`src/rtl/tlut_pkg.sv`:
```
// tlut_pkg: shared widths, ramp limit and FSM state type for the ramp sweep.
//   W       ramp / result width, from `INPUT_WIDTH (default 8)
//   N       lane count, from `DIM_A (default 4)
//   RNG_MAX last ramp value, 2^W-1
`ifndef INPUT_WIDTH
`define INPUT_WIDTH 8
`endif
`ifndef DIM_A
`define DIM_A 4
`endif

package tlut_pkg;

  localparam int unsigned W = `INPUT_WIDTH;
  localparam int unsigned N = `DIM_A;

  localparam logic [W-1:0] RNG_MAX = '1;

  typedef enum logic [1:0] {
    IDLE  = 2'd0,
    SWEEP = 2'd1,
    DRAIN = 2'd2,
    DONE  = 2'd3
  } state_t;

endpackage

```
`src/rtl/tlut_sweep_lane.sv`:
```
// tlut_sweep_lane: one lane's first-hit capture.
//   clear     zero the lane at the start of a sweep
//   en_d      ramp-valid, delayed to line up with hit
//   hit       registered comparator result for this lane
//   rng_d     ramp value delayed to line up with hit
//   captured  lane has latched its first hit
//   value     ramp value at the first hit
//   take_c    combinational: lane captures on this edge
module tlut_sweep_lane
  import tlut_pkg::*;
(
  input  logic         clk,
  input  logic         rst_n,
  input  logic         clear,
  input  logic         en_d,
  input  logic         hit,
  input  logic [W-1:0] rng_d,
  output logic         captured,
  output logic [W-1:0] value,
  output logic         take_c
);

  // First qualified hit wins; later hits are ignored.
  assign take_c = en_d & hit & ~captured;

  always_ff @(posedge clk or negedge rst_n) begin
    if (!rst_n) begin
      captured <= 1'b0;
      value    <= '0;
    end else if (clear) begin
      captured <= 1'b0;
      value    <= '0;
    end else if (take_c) begin
      captured <= 1'b1;
      value    <= rng_d;
    end
  end

endmodule

```
`src/rtl/tlut_sweep.sv`:
```
// tlut_sweep: drives a 0..2^W-1 ramp to an external comparator array and
// records, per lane, the ramp value at which that lane first hit.
//   clk, rst_n  clock, async active-low reset
//   start       begin a sweep (honoured only when idle)
//   rng         ramp value to the comparators
//   enable      ramp valid qualifier
//   hit         registered comparator results, one cycle behind rng
//   busy        high whenever not idle
//   result      per-lane captured ramp value
//   miss        per-lane "never hit" flag
//   out_valid   one-cycle pulse; result/miss held until the next start
// Build option: TLUT_SWEEP_EARLY_EXIT_EN ends the sweep as soon as every
// lane has captured.
module tlut_sweep
  import tlut_pkg::*;
(
  input  logic                clk,
  input  logic                rst_n,
  input  logic                start,
  output logic [W-1:0]        rng,
  output logic                enable,
  input  logic [N-1:0]        hit,
  output logic                busy,
  output logic [N-1:0][W-1:0] result,
  output logic [N-1:0]        miss,
  output logic                out_valid
);

  state_t       state_q, state_n;
  logic [W-1:0] rng_n;
  logic [W-1:0] rng_d;
  logic         enable_n;
  logic         en_d;
  logic         busy_n;
  logic         out_valid_n;
  logic [N-1:0] miss_n;
  logic         clear_c;
  logic [N-1:0] captured;
  logic [N-1:0] take_c;
  logic [N-1:0] cap_next_c;

  // Per-lane capture registers.
  for (genvar i = 0; i < int'(N); i++) begin : g_lane
    tlut_sweep_lane u_lane (
      .clk      (clk),
      .rst_n    (rst_n),
      .clear    (clear_c),
      .en_d     (en_d),
      .hit      (hit[i]),
      .rng_d    (rng_d),
      .captured (captured[i]),
      .value    (result[i]),
      .take_c   (take_c[i])
    );
  end

  // Captured state as it will be after this edge, so a hit landing on the
  // final cycle still counts toward miss and early exit.
  assign cap_next_c = captured | take_c;

`ifdef TLUT_SWEEP_EARLY_EXIT_EN
  logic all_cap_c;
  assign all_cap_c = &cap_next_c;
`endif

  // Next-state and next-output logic.
  always_comb begin
    state_n     = state_q;
    rng_n       = rng;
    enable_n    = enable;
    out_valid_n = 1'b0;
    miss_n      = miss;
    clear_c     = 1'b0;
    case (state_q)
      IDLE: begin
        rng_n    = '0;
        enable_n = 1'b0;
        if (start) begin
          state_n  = SWEEP;
          enable_n = 1'b1;
          miss_n   = '0;
          clear_c  = 1'b1;
        end
      end
      SWEEP: begin
        enable_n = 1'b1;
        // Stop on the last ramp value instead of wrapping with enable high.
        if (rng == RNG_MAX) begin
          state_n  = DRAIN;
          enable_n = 1'b0;
        end else begin
          rng_n = rng + W'(1);
        end
`ifdef TLUT_SWEEP_EARLY_EXIT_EN
        if (all_cap_c) begin
          state_n     = DONE;
          enable_n    = 1'b0;
          miss_n      = ~cap_next_c;
          out_valid_n = 1'b1;
        end
`endif
      end
      DRAIN: begin
        // One extra cycle so the hit for RNG_MAX is captured.
        state_n     = DONE;
        enable_n    = 1'b0;
        miss_n      = ~cap_next_c;
        out_valid_n = 1'b1;
      end
      DONE: begin
        state_n  = IDLE;
        enable_n = 1'b0;
        rng_n    = '0;
      end
      default: begin
        state_n  = IDLE;
        enable_n = 1'b0;
        rng_n    = '0;
      end
    endcase
    busy_n = (state_n != IDLE);
  end

  // State and registered outputs; rng_d/en_d align the ramp with hit.
  always_ff @(posedge clk or negedge rst_n) begin
    if (!rst_n) begin
      state_q   <= IDLE;
      rng       <= '0;
      enable    <= 1'b0;
      busy      <= 1'b0;
      out_valid <= 1'b0;
      miss      <= '0;
      rng_d     <= '0;
      en_d      <= 1'b0;
    end else begin
      state_q   <= state_n;
      rng       <= rng_n;
      enable    <= enable_n;
      busy      <= busy_n;
      out_valid <= out_valid_n;
      miss      <= miss_n;
      rng_d     <= rng;
      en_d      <= enable;
    end
  end

endmodule

```
`config.mk`:
```
export PLATFORM = sky130hd
export DESIGN_NAME = tlut_sweep
export DESIGN_NICKNAME = d
export VERILOG_FILES = /design/src/rtl/tlut_pkg.sv /design/src/rtl/tlut_sweep_lane.sv /design/src/rtl/tlut_sweep.sv
export SDC_FILE = /design/constraint.sdc
export NUM_CORES = 1
export LEC_CHECK = 0
export ABC_CLOCK_PERIOD_IN_PS = 1800
export CAP_MARGIN = 30
export CORE_MARGIN = 8
export CORE_UTILIZATION = 32
export CTS_BUF_LIST = sky130_fd_sc_hd__clkbuf_8 sky130_fd_sc_hd__clkbuf_16
export CTS_CLUSTER_DIAMETER = 60
export DETAILED_ROUTE_END_ITERATION = 8
export REMOVE_ABC_BUFFERS = 1
export SLEW_MARGIN = 20
export SYNTH_ARGS = -nofsm -noshare
export SYNTH_HDL_FRONTEND = slang
export SYNTH_SLANG_ARGS = --single-unit
```
`constraint.sdc`:
```
create_clock -name clk -period 1.8 [get_ports clk]
set_input_delay 0.36 -clock clk [delete_from_list [all_inputs] [get_ports clk]]
set_output_delay 0.36 -clock clk [all_outputs]
set_load 0.02 [all_outputs]
```
=== Word level (Yosys, flattened, before mapping) ===
Index checks and enable logic that the tools add are counted.

* Bits in registers: 62
* Output and inout port bits: 47

* Reduce and logical (&&, ||, !) cells: 12
* Add/subtract/negate cells: 1
* Equality and inequality tests: 6
* Bitwise logic cells: 14
* Mux-type cells: 28

{| class="wikitable"
|+ Operators with widths
! cell !! count
|-
| 2-to-1 mux 8 bit || 9
|-
| one-hot mux 8 bit (2 select lines) || 1
|-
| nonzero test 2 bit || 7
|-
| 2-to-1 mux 1 bit || 12
|-
| adder 8 x 1 -> 8 bit, second input constant || 1
|-
| AND 1 bit || 8
|-
| == test 8 bit, second input constant || 1
|-
| one-hot mux 2 bit (4 select lines) || 1
|-
| one-hot mux 4 bit (2 select lines) || 1
|-
| == test 2 bit, second input constant || 2
|-
| 2-to-1 mux 2 bit || 2
|-
| 2-to-1 mux 4 bit || 1
|-
| inequality test 2 bit, second input constant || 2
|-
| NOT 1 bit || 4
|-
| NOT 4 bit || 1
|-
| bitwise OR 4 bit || 1
|-
| AND reduction 2 bit || 2
|-
| OR reduction 2 bit || 2
|-
| one-hot mux 1 bit (3 select lines) || 1
|-
| == test 2 x 1 -> 1 bit, second input constant || 1
|-
| logical NOT 2 bit || 1
|}

=== Depth between registers and ports, before layout ===
Gate-level depths: netlist of the first run.

* Word-level depth: 5
* Depth in mapped cells: 7

=== By module ===
Synthesis of the first run repeated with hierarchy kept, for this count alone.

* Cell total of the unflattened synthesis: 251
* Area, all modules: 2,841.5 um^2

{| class="wikitable"
|+ By module, submodules not included
! module !! area each (um^2) !! cells an instance !! instances
|-
| tlut_sweep_lane || 437.9 || 38 || 4
|-
| tlut_sweep || 1,089.8 || 99 || 1
|}

=== Worst setup path after synthesis of the first run ===
No wires, ideal clock.

* Path type: reg2reg
* From: reg state_q[1]
* To: reg rng[7]
* Cell stages (with the launch flop): 8
* Path buffers: 1
* Period minus slack after synthesis: 1.668 ns
* Data required time: 1.681 ns
* Data arrival time: 1.549 ns
* Path slack: 0.132 ns
* Path through: dfrtp_1 inv_1 ha_1 or2b_2 o21ai_2 buf_4 nor4_1 o21a_1

* Word-level cells in the longest chain between the ends: 4

{| class="wikitable"
|+ RTL lines
! item !! RTL line !! text
|-
| start: declaration || tlut_sweep.sv:29 || <nowiki>state_t state_q, state_n;</nowiki>
|-
| start signal: assignment || tlut_sweep.sv:136 || <nowiki>state_q <= state_n;</nowiki>
|-
| == test 2 bit or logical NOT 2 bit (tied branches) || tlut_sweep.sv:74 || <nowiki>case (state_q)</nowiki>
|-
| OR reduction 2 bit (no source line) || - ||
|-
| nonzero test 2 bit (no source line) || - ||
|-
| AND reduction 2 bit (no source line) || - ||
|-
| end signal: assignment || tlut_sweep.sv:137 || <nowiki>rng <= rng_n;</nowiki>
|-
| end: declaration || tlut_sweep.sv:20 || <nowiki>output logic [W-1:0] rng,</nowiki>
|}

Several ways; a longest one is shown, not always the timed one.
A chain may end at the register's enable or synchronous reset.

=== Worst setup path after layout of the first run ===
* From: reg state_q[0]
* To: reg rng[5]

The elaborated chain is that of the path after synthesis.

==> results of run 1 <==
-- through the flow --
stage | power (µW) | instance area, µm²
floorplan | 1480 | 2460
global placement | 1570 | 3240
detailed placement | 1570 | 3240
CTS | 2790 | 3430
global route | 2870 | 3480
finish | 2770 | 3480
-- how the worst max path moves through the flow --
stage,start,to,depth (start not counted)
global route,state_q[1],rng[4],7
floorplan,state_q[1],enable,4
detailed placement,state_q[1],rng[5],6
finish,state_q[0],rng[5],6
CTS,state_q[1],rng[5],6
global placement,state_q[1],rng[5],6
-- what timing repair did --
item / in CTS / in global routing
endpoints found under the setup margin: 5 / 14
pin swaps: 0 / 1
setup buffers: 0 / 2
gates resized for setup: 5 / 6
-- flip-flops by register name, indices dropped and copies added (netlist names) --
name,flops
g_lane.u_lane.value,32
rng,8
rng_d,8
g_lane.u_lane.captured,4
miss,4
state_q,2
busy,1
en_d,1
enable,1
out_valid,1
-- cells by family after synthesis --
family,after synthesis
compound gates,32
flops,62
xor+xnor,1
fa+ha+maj,4
mux,32
simple gates,67
buf+inv,15
-- worst reg2reg max path, cell delays in order, from the launching register on --
cell     delay (ps)
dfrtp_1         380
inv_1           110
ha_1            250
or2b_2          200
o21ai_4          90
or4_1           480
a21oi_1         150
-- final cells by class --
class                           instances  area (µm²)  share of cell area (%)
Tap cell                              102         128                    3.67
Timing Repair Buffer                   68         678                    19.5
Multi-Input combinational cell        136         905                    26.0
Clock inverter                          5        48.8                    1.40
Clock buffer                           11         151                    4.35
Sequential cell                        62        1550                    44.6
Inverter                                4        15.0                   0.432
-- power by group --
part	total, µW	internal, µW	switching, µW
clock	1230	703	527
sequential	1420	1410	9.94
combinational	117	51.0	66.0
-- cells in the final DEF, fill, tap and decap left out, types with 2 or more instances in the layout --
master | synthesis | final
o21a_1 | 3 | 3
clkinv_2 | 0 | 3
nand4_1 | 5 | 5
and2_1 | 2 | 2
o21ai_0 | 8 | 7
dlygate4sd2_1 | 0 | 5
clkdlybuf4s50_1 | 0 | 45
nand3_1 | 2 | 2
nand2b_1 | 2 | 2
dlymetal6s2s_1 | 0 | 2
clkbuf_8 | 0 | 11
a22o_1 | 4 | 4
a21oi_1 | 9 | 9
dfrtp_1 | 62 | 62
buf_12 | 0 | 3
nand2_1 | 5 | 5
mux2i_1 | 32 | 32
nor2_1 | 41 | 41
nand3b_1 | 4 | 4
ha_1 | 4 | 4
or3_1 | 2 | 2
inv_1 | 4 | 4
buf_4 | 1 | 11
-- metal layers --
layer | share of wire [%] | GRT usage, % | vias up
met3 | 6.5 | 4.12 | 8
met4 | 1.4 | 5.50 | 0
met5 | 0 | 0 | -
met2 | 46 | 16.8 | 45
met1 | 46 | 13.6 | 912
li1 | - | - | 874
==> flow_summary.yaml, run 1 <==
synthesis:
  synth-edff-count: 0
  syn_avg_cell_area_um2: 11.8
  synth.distinct_cells: 33
  ys_seq_elements: 62
  synth_xor_area_share_pct: 0.348
  yosysSeqAreaShare_pct: 61.6
  yosysMostFrequentCell: "dfrtp_1"
  synthMuxAreaShare_pct: 12.7
  yosys.area_share.simple_pct: 12.4
  synth_top_area_cell: "dfrtp_1"
  synth_area_leaders: "dfrtp_1 62%, mux2i_1 13%, nor2_1 6.1%"
  synth_top_area_share_pct: 61.6
  synthFlopType: "dfrtp_1"
  synth_top_family_by_area: "multiplexers"
  synthArstFlopShare_pct: 100
  synth_compound_gate_area_share_pct: 8.15
  synthCells: 213
  yosys-top-cells-count: "62 x dfrtp_1, 41 x nor2_1, 32 x mux2i_1"
  synthAdderAreaFrac_pct: 1.99
  syn_area_um2: 2520
  yosys_warnings: 0
floorplan:
  die_area_um2: 11000
  rows: 32
  fp.dieH_um: 105
  core_area_um2: 7690
  die_w_um: 105
  ioPinCount: 54
  start_util_pct: 32.8
clock_tree:
  cts-root-buf: "clkbuf_8"
  cts_tree: "done"
  htree_levels: 3
  cts.clk_slew.worst_paths_ps: 70
  cts_sinks: 62
  clockBufferDepth: 2
  hold_buffers: 0
  cts_made_buffers: 9
  clock_latency_ps: 330
worst_setup_path:
  endpoint_kind: "flip-flop"
  crit_type: "flip-flop to flip-flop"
  worst_r2r_path_depth: 6
  crit_arrival_ps: 1980
  cpPeakStageDelay_ps: 480
  path_buf_inv: 1
  worstPathRequired_ps: 2050
  crit_family: "simple AND/OR/NAND/NOR gates"
  startpoint_type: "flip-flop"
  reg2reg_from: "state_q[0]"
  rr_endpoint: "rng[5]"
  rrSetupSlack_ps: 70
  worstPathCellList: "inv_1, ha_1, or2b_2, o21ai_4, or4_1, a21oi_1"
  cp_max_fo: 6
  cpMaxStageDelayCell: "or4_1"
timing:
  fin_ws_ps: 68.3
  tightestPinTransition_ps: 376
  min_period_over_period_pct: 96.2
  hold-worst-slack_ps: 32.2
  setup_tns_ps: 0
  hold_violations: 0
  fmax_mhz: 577
  min_period_ps: 1730
  rsz0062_at_grt: "yes"
  finalSetupViolCount: 0
  maxSlewViolCount: 0
  skew_ps: 9.12
  slew_headroom_pct: 74.7
status:
  status: "complete, no violations"
flow_run:
  cap_viol_max_count: 0
final_layout:
  nFillCells: 736
  area_delta_synth_final_pct: 38.1
  finalNetCount: 292
  fin_cells: 388
  fin_util_pct: 45.2
  num_antenna_cells: 0
  drive_above_1_share_pct: 11.9
route:
  wire_per_inst_um: 15.0
  drc: 0
  totalWireLength_um: 5830
  drt-pass1-iter-count: 4
  postRouteAntennaNets: 0
  drt_first_iter_violations: 104
  vias_per_cell: 4.74
  num_vias: 1839
place:
  dp_cells: 370
  port_buffers: 53
  gp_congestion: 0.726
  dp_hpwl_um: 4040
  pre_cts_ws_ps: 33.5
min_path:
  hold_path.class: "input pin to asynchronous set/reset pin"
power_and_ir_drop:
  p_leak_uw: 0.00182
  powerDensity_nw_per_um2: 796
  ir_worst_vdd_mv: 0.357
global_route:
  gr-total-overflow: 0
  grtUsageTotal_pct: 11.1
  grt_max_degree: 63
  grt_pass1_wl_um: 9780
  antenna_found_initial: 0
  grt_pass1_vias: 1897
No activity file was read; power rests on OpenSTA's default activity.
==> run 2, diff against run 1 <==
--- a/config.mk
+++ b/config.mk
@@ -5,7 +5,7 @@
 export SDC_FILE = /design/constraint.sdc
 export NUM_CORES = 1
 export LEC_CHECK = 0
-export ABC_CLOCK_PERIOD_IN_PS = 1800
+export ABC_CLOCK_PERIOD_IN_PS = 1900
 export CAP_MARGIN = 30
 export CORE_MARGIN = 8
 export CORE_UTILIZATION = 32
==> constraint.sdc (replaced) <==
create_clock -name clk -period 1.9 [get_ports clk]
set_input_delay 0.38 -clock clk [delete_from_list [all_inputs] [get_ports clk]]
set_output_delay 0.38 -clock clk [all_outputs]
set_load 0.02 [all_outputs]
==> run 2 against run 1 <==
Against the previous run:
- non-clock buffer count down 7
- sequential power down 5%
- clock skew down 4.3 ps
- register-to-register slack better by 30 ps
- highest routed layer unchanged
- clock-buffer cell count unchanged
==> flow_summary.yaml, run 2 (synthesis results as in run 1) <==
status:
  status: "complete, no violations"
worst_setup_path:
  worstPathCellList: "inv_1, ha_1, nand4_1, o21ai_4, or4_1, a21oi_1"
  startpoint_type: "flip-flop"
  rrSetupSlack_ps: 100
  cpPeakStageDelay_ps: 480
  crit_type: "flip-flop to flip-flop"
  cpMaxStageDelayCell: "or4_1"
  worstPathRequired_ps: 2150
  crit_arrival_ps: 2050
  endpoint_kind: "flip-flop"
  cp_max_fo: 14
timing:
  skew_ps: 4.84
  tightestPinTransition_ps: 616
  rsz0062_at_grt: "no"
  maxSlewViolCount: 0
  fmax_mhz: 556
  slew_headroom_pct: 58.5
  min_period_ps: 1800
  finalSetupViolCount: 0
  setup_tns_ps: 0
  min_period_over_period_pct: 94.6
  hold_violations: 0
floorplan:
  ioPinCount: 54
  rows: 32
  fp.dieH_um: 105
  start_util_pct: 32.8
  core_area_um2: 7690
  die_w_um: 105
  die_area_um2: 11000
clock_tree:
  htree_levels: 3
  cts_made_buffers: 9
  cts-root-buf: "clkbuf_8"
  clock_latency_ps: 320
  cts.clk_slew.worst_paths_ps: 70
  hold_buffers: 0
  postCtsSetupRepairBufs: 0
  cts_tree: "done"
  cts_sinks: 62
  clockBufferDepth: 2
route:
  drt-pass1-iter-count: 4
  postRouteAntennaNets: 0
  wire_per_inst_um: 14.7
  drc: 0
  drt_first_iter_violations: 72
  num_vias: 1770
  vias_per_cell: 4.66
  totalWireLength_um: 5580
place:
  gp_congestion: 0.724
  dp_hpwl_um: 3890
  port_buffers: 53
final_layout:
  num_antenna_cells: 0
  reg.largest.list: "g_lane.u_lane.value: 32 flops, rng: 8 flops, rng_d: 8 flops"
  final_cell_mix: "61 x dfrtp_1, 48 x clkdlybuf4s50_1, 41 x nor2_1"
  largest_register_ffs: 32
  mostFrequentLayoutCell: "dfrtp_1"
  finalNetCount: 285
  regMostFlops: "g_lane.u_lane.value"
  drive_above_1_share_pct: 8.63
  nFillCells: 729
  area_delta_synth_final_pct: 34.5
global_route:
  grtUsageTotal_pct: 10.8
  antenna_found_initial: 0
  grt_pass1_wl_um: 9540
  grt_max_degree: 63
  gr-total-overflow: 0
  grt_pass1_vias: 1832
power_and_ir_drop:
  powerDensity_nw_per_um2: 718
  ir_worst_vdd_mv: 0.238
  power_uw: 2430
  p_leak_uw: 0.00176
min_path:
  hold_path.class: "input pin to asynchronous set/reset pin"
flow_run:
  cap_viol_max_count: 0
[run 2: cell count changes in the layout (fill, tap and decap cells not counted), moves of 2 or more]
| cell | before | now |
|---|---|---|
| dlygate4sd2_1 | 5 | 0 |
| buf_4 | 11 | 6 |
| dlymetal6s2s_1 | 2 | 4 |
| inv_1 | 4 | 7 |
| clkdlybuf4s50_1 | 45 | 48 |
| clkinv_2 | 3 | 1 |
[run 2: cell type report]
| cell class | count | area [µm²] | share of cell area [%] |
|---|---|---|---|
| flip-flops and latches | 62 | 1550 | 45.8 |
| inverters | 4 | 15.0 | 0.443 |
| clock buffers | 11 | 151 | 4.47 |
| clock inverters | 4 | 16.3 | 0.480 |
| multi-input cells | 136 | 905 | 26.7 |
| repair buffers | 61 | 621 | 18.3 |
| well taps | 102 | 128 | 3.77 |
[run 2: metrics by stage]
step                std cells  setup WS [ps]  area (µm²)  hold slack (ps)  utilization [%]
finish                    380            102        3390             50.1             44.1
global route              380           16.0        3390             72.8             44.1
CTS                       380           15.2        3370             62.7             43.8
detailed placement        365           48.8        3200              362             41.7
global placement          365            142        3200              363             41.7
floorplan                 202            143        2460             84.4                -
[run 2: path summary, 6_finish.rpt]
check | start | end | cells past startpoint
worst min-delay path | rst_n | g_lane[3].u_lane.value[2] | 2
worst max register to register | state_q[1] | rng[5] | 6
worst max-delay path | state_q[1] | rng[5] | 6
worst min register to register | enable | en_d | 0
min in group clk | enable | en_d | 0
max in group asynchronous | rst_n | rng[3] | 2
[run 2: report_power, final]
part / internal [µW] / switching (µW)
clock: 521 / 457
combinational: 48.3 / 62.4
sequential: 1340 / 9.02
[run 2: repair_timing]
item / 4_1_cts / 5_1_grt
endpoints found under the hold margin: 0 / 0
endpoints found under the setup margin: 0 / 11
gates resized for setup: 0 / 6
[run 2: critical path, delay by kind of cell (launching register included)]
family                     cells  cell delay, ps
AOI/OAI and AO/OA              2             290
DFF                            1             390
and+or+nand+nor                2             690
adders and majority gates      1             260
buffers and inverters          1             100
[run 2: routing by layer]
layer / share of wire, % / global-route usage [%] / wire length (µm)
met2: 45 / 15.8 / 2490
met3: 7.2 / 3.87 / 401
met1: 47 / 13.6 / 2630
met4: 1.1 / 5.50 / 61
met5: 0 / 0 / 0
==> run 3, diff against run 2 <==
--- a/config.mk
+++ b/config.mk
@@ -12,6 +12,7 @@
 export CTS_BUF_LIST = sky130_fd_sc_hd__clkbuf_8 sky130_fd_sc_hd__clkbuf_16
 export CTS_CLUSTER_DIAMETER = 60
 export DETAILED_ROUTE_END_ITERATION = 8
+export GPL_ROUTABILITY_DRIVEN = 1
 export REMOVE_ABC_BUFFERS = 1
 export SLEW_MARGIN = 20
 export SYNTH_ARGS = -nofsm -noshare
==> results of run 3 <==
Final layout, timing and power as in run 2 (identical DEF).
==> RTL edit: new RTL, config.mk and constraints of run 3 <==
The macro `INPUT_WIDTH` goes from 8 to 6. Comments in the files are not updated.
--- a/src/rtl/tlut_pkg.sv
+++ b/src/rtl/tlut_pkg.sv
@@ -5,3 +5,3 @@
 `ifndef INPUT_WIDTH
-`define INPUT_WIDTH 8
+`define INPUT_WIDTH 6
 `endif
Interface: changed (resized result and rng); port bits go from 54 to 44. No check against the original RTL was run, so the function may have changed too.
==> RTL edit against run 3 <==
Synthesized area decreased by 19%; critical path depth fell by 5; wire length fell by 19%; sequential cell count fell by 12; worst setup slack is essentially flat; final area is 21% lower; critical endpoint is now rng[0]; highest routed layer unchanged.
Power is not compared: it rests on default switching activity, and its combinational part moved more than twofold at a synthesized area within 25%.
==> RTL edit: results (changes against run 3) <==
| Metric | Value |
|---|---|
| CTS Buf Count | `5 (-4)` |
| Htree depth | `2 (-1)` |
| FILL cells | `635 (-13%)` |
| Antenna violations before repair | `0 (unchanged)` |
| Synth top area cells | `dfrtp_1 (61%), mux2i_1 (12%), nor2_1 (5.3%)` |
| Critical path arrival | `1420 ps (-630 ps)` |
| Worst flop-to-flop path endpoint | `rng[5]` |
| Biggest registers after layout | `g_lane.u_lane.value x24, rng x6, rng_d x6` |
| Worst-case reg-to-reg path depth | `5 (-1)` |
| Post-synthesis sequential area ratio | `61.20% (-0.40 points)` |
| CP top delay family | `buffers and inverters` |
| Post-Synth Adder-Cell Area | `2.448% (+0.46 points)` |
| Yosys warns | `0 (unchanged)` |
| Postcts setup bufs | `0 (unchanged)` |
| Post-place setup slack | `220.8 ps (+172.0 ps)` |
| Layout cells sized above 1 | `7.306% (-1.3 points)` |
| Drt initial violations | `92 (+28%)` |
| Resized cells post-CTS | `0 (unchanged)` |
| CTS max path bufs | `2 (unchanged)` |
| Largest net degree at the start of global routing | `51 (-19%)` |
| Worst vdd ir | `0.4543 mV` |
| Gr ovfl total | `0 (unchanged)` |
| Worst-path clk slew | `90 ps (+20 ps)` |
| Slew headroom | `70.32% (+12 points)` |
| FF-to-FF setup slack | `400 ps (+300 ps)` |
| Mux share of post-synthesis cell area | `11.75% (-0.97 points)` |
| Outcome | `finished clean` |
| Top cells by count, synth | `dfrtp_1 (50), nor2_1 (29), mux2i_1 (24)` |
| Final RePlAce weighted congestion | `0.8492 (+17%)` |
| Via density | `4.851 (+4.2%)` |
| Worst r2r src | `state_q[0]` |
| Ant. Diodes | `0 (unchanged)` |
| Ys async rst share | `100.0% (unchanged)` |
| Routed wire length | `4.514 mm (-19%)` |
| Crit-path max FO | `7 (-7)` |
| Compound-Gate Fraction of Synth Area | `8.017% (-0.13 points)` |
| Worst hold path class | `in -> async` |
| Clk_skew | `6.772 ps (+1.932 ps)` |
| Total GRT Usage | `10.43% (-0.32 points)` |
| Crit path largest cell delay | `650 ps (+170 ps)` |
| First-pass GRT wire length | `7.438 mm (-22%)` |
| IO Port Bufs | `43 (-19%)` |
| Crit-path slowest cell | `clkdlybuf4s50_1` |
| Synth unique cells | `31 (-6.1%)` |
| Clock Tree Root | `clkbuf_8` |
| TritonRoute pass-1 iters | `4 (unchanged)` |
| Final net count | `229 (-20%)` |
| Skew-Pair Late Insertion Delay | `300 ps (-20 ps)` |
| Hpwl dp | `3.181 mm (-18%)` |
| Synth Area in XOR/XNOR | `1.285% (+0.94 points)` |
-- RTL edit: final cells by class --
type | instances | area (µm²) | share of cell area, %
flip-flops and latches | 50 | 1251 | 46.90
clock buffers | 6 | 82.58 | 3.096
multi-input cells | 108 | 734.5 | 27.53
repair buffers | 48 | 475.5 | 17.82
well taps | 77 | 96.34 | 3.612
clock inverters | 2 | 8.758 | 0.3283
inverters | 5 | 18.77 | 0.7036
-- RTL edit: power by group --
part	switching, mW	total (mW)	leakage (nW)	internal [mW]
combinational	0.593	1.06	0.622	0.472
sequential	0.159	1.42	0.675	1.26
clock	0.340	0.630	0.0524	0.289
-- RTL edit: how the worst max path moves through the flow --
stage | from | endpoint | slack (ps) | cells past startpoint
after floorplan | state_q[0] | miss[0] | 70 | 5
after global placement | hit[3] | g_lane[3].u_lane.value[1] | 220 | 4
after detailed placement | hit[3] | g_lane[3].u_lane.value[1] | 220 | 4
after CTS | rng[0] | rng[0] | 90 | 1
after global routing | rng[0] | rng[0] | 10 | 1
final | rng[0] | rng[0] | 100 | 1
-- RTL edit: per-layer routing --
metal  share of wire (%)  GRT usage, %  wire [µm]  vias to the layer above
li1                    -             -          -                      697
met1                  46         13.53       2076                      697
met4                 1.3         3.457         59                        0
met3                 7.9         3.978        355                        6
met2                  45         15.60       2023                       36
met5                   0             0          0                        -
-- RTL edit: kinds of logic (layout without fill, tap and decap cells) --
group,Yosys count,count (layout)
adders and majority gates,4,4
muxes,24,24
AOI/OAI and AO/OA,23,23
and+or+nand+nor,54,54
xor gates and xnor gates,3,3
DFF,50,50
buffers and inverters,12,61
-- RTL edit: per-stage QoR --
stage / area, µm² / instances / utilization, % / hold WS, ps
CTS: 2668 / 296 / 42.50 / 63.63
floorplan: 2004 / 163 / - / 84.41
global route: 2668 / 296 / 42.50 / 69.23
finish: 2668 / 296 / 42.50 / 58.89
detailed placement: 2576 / 288 / 41.04 / 389.9
global placement: 2576 / 288 / 41.04 / 378.8
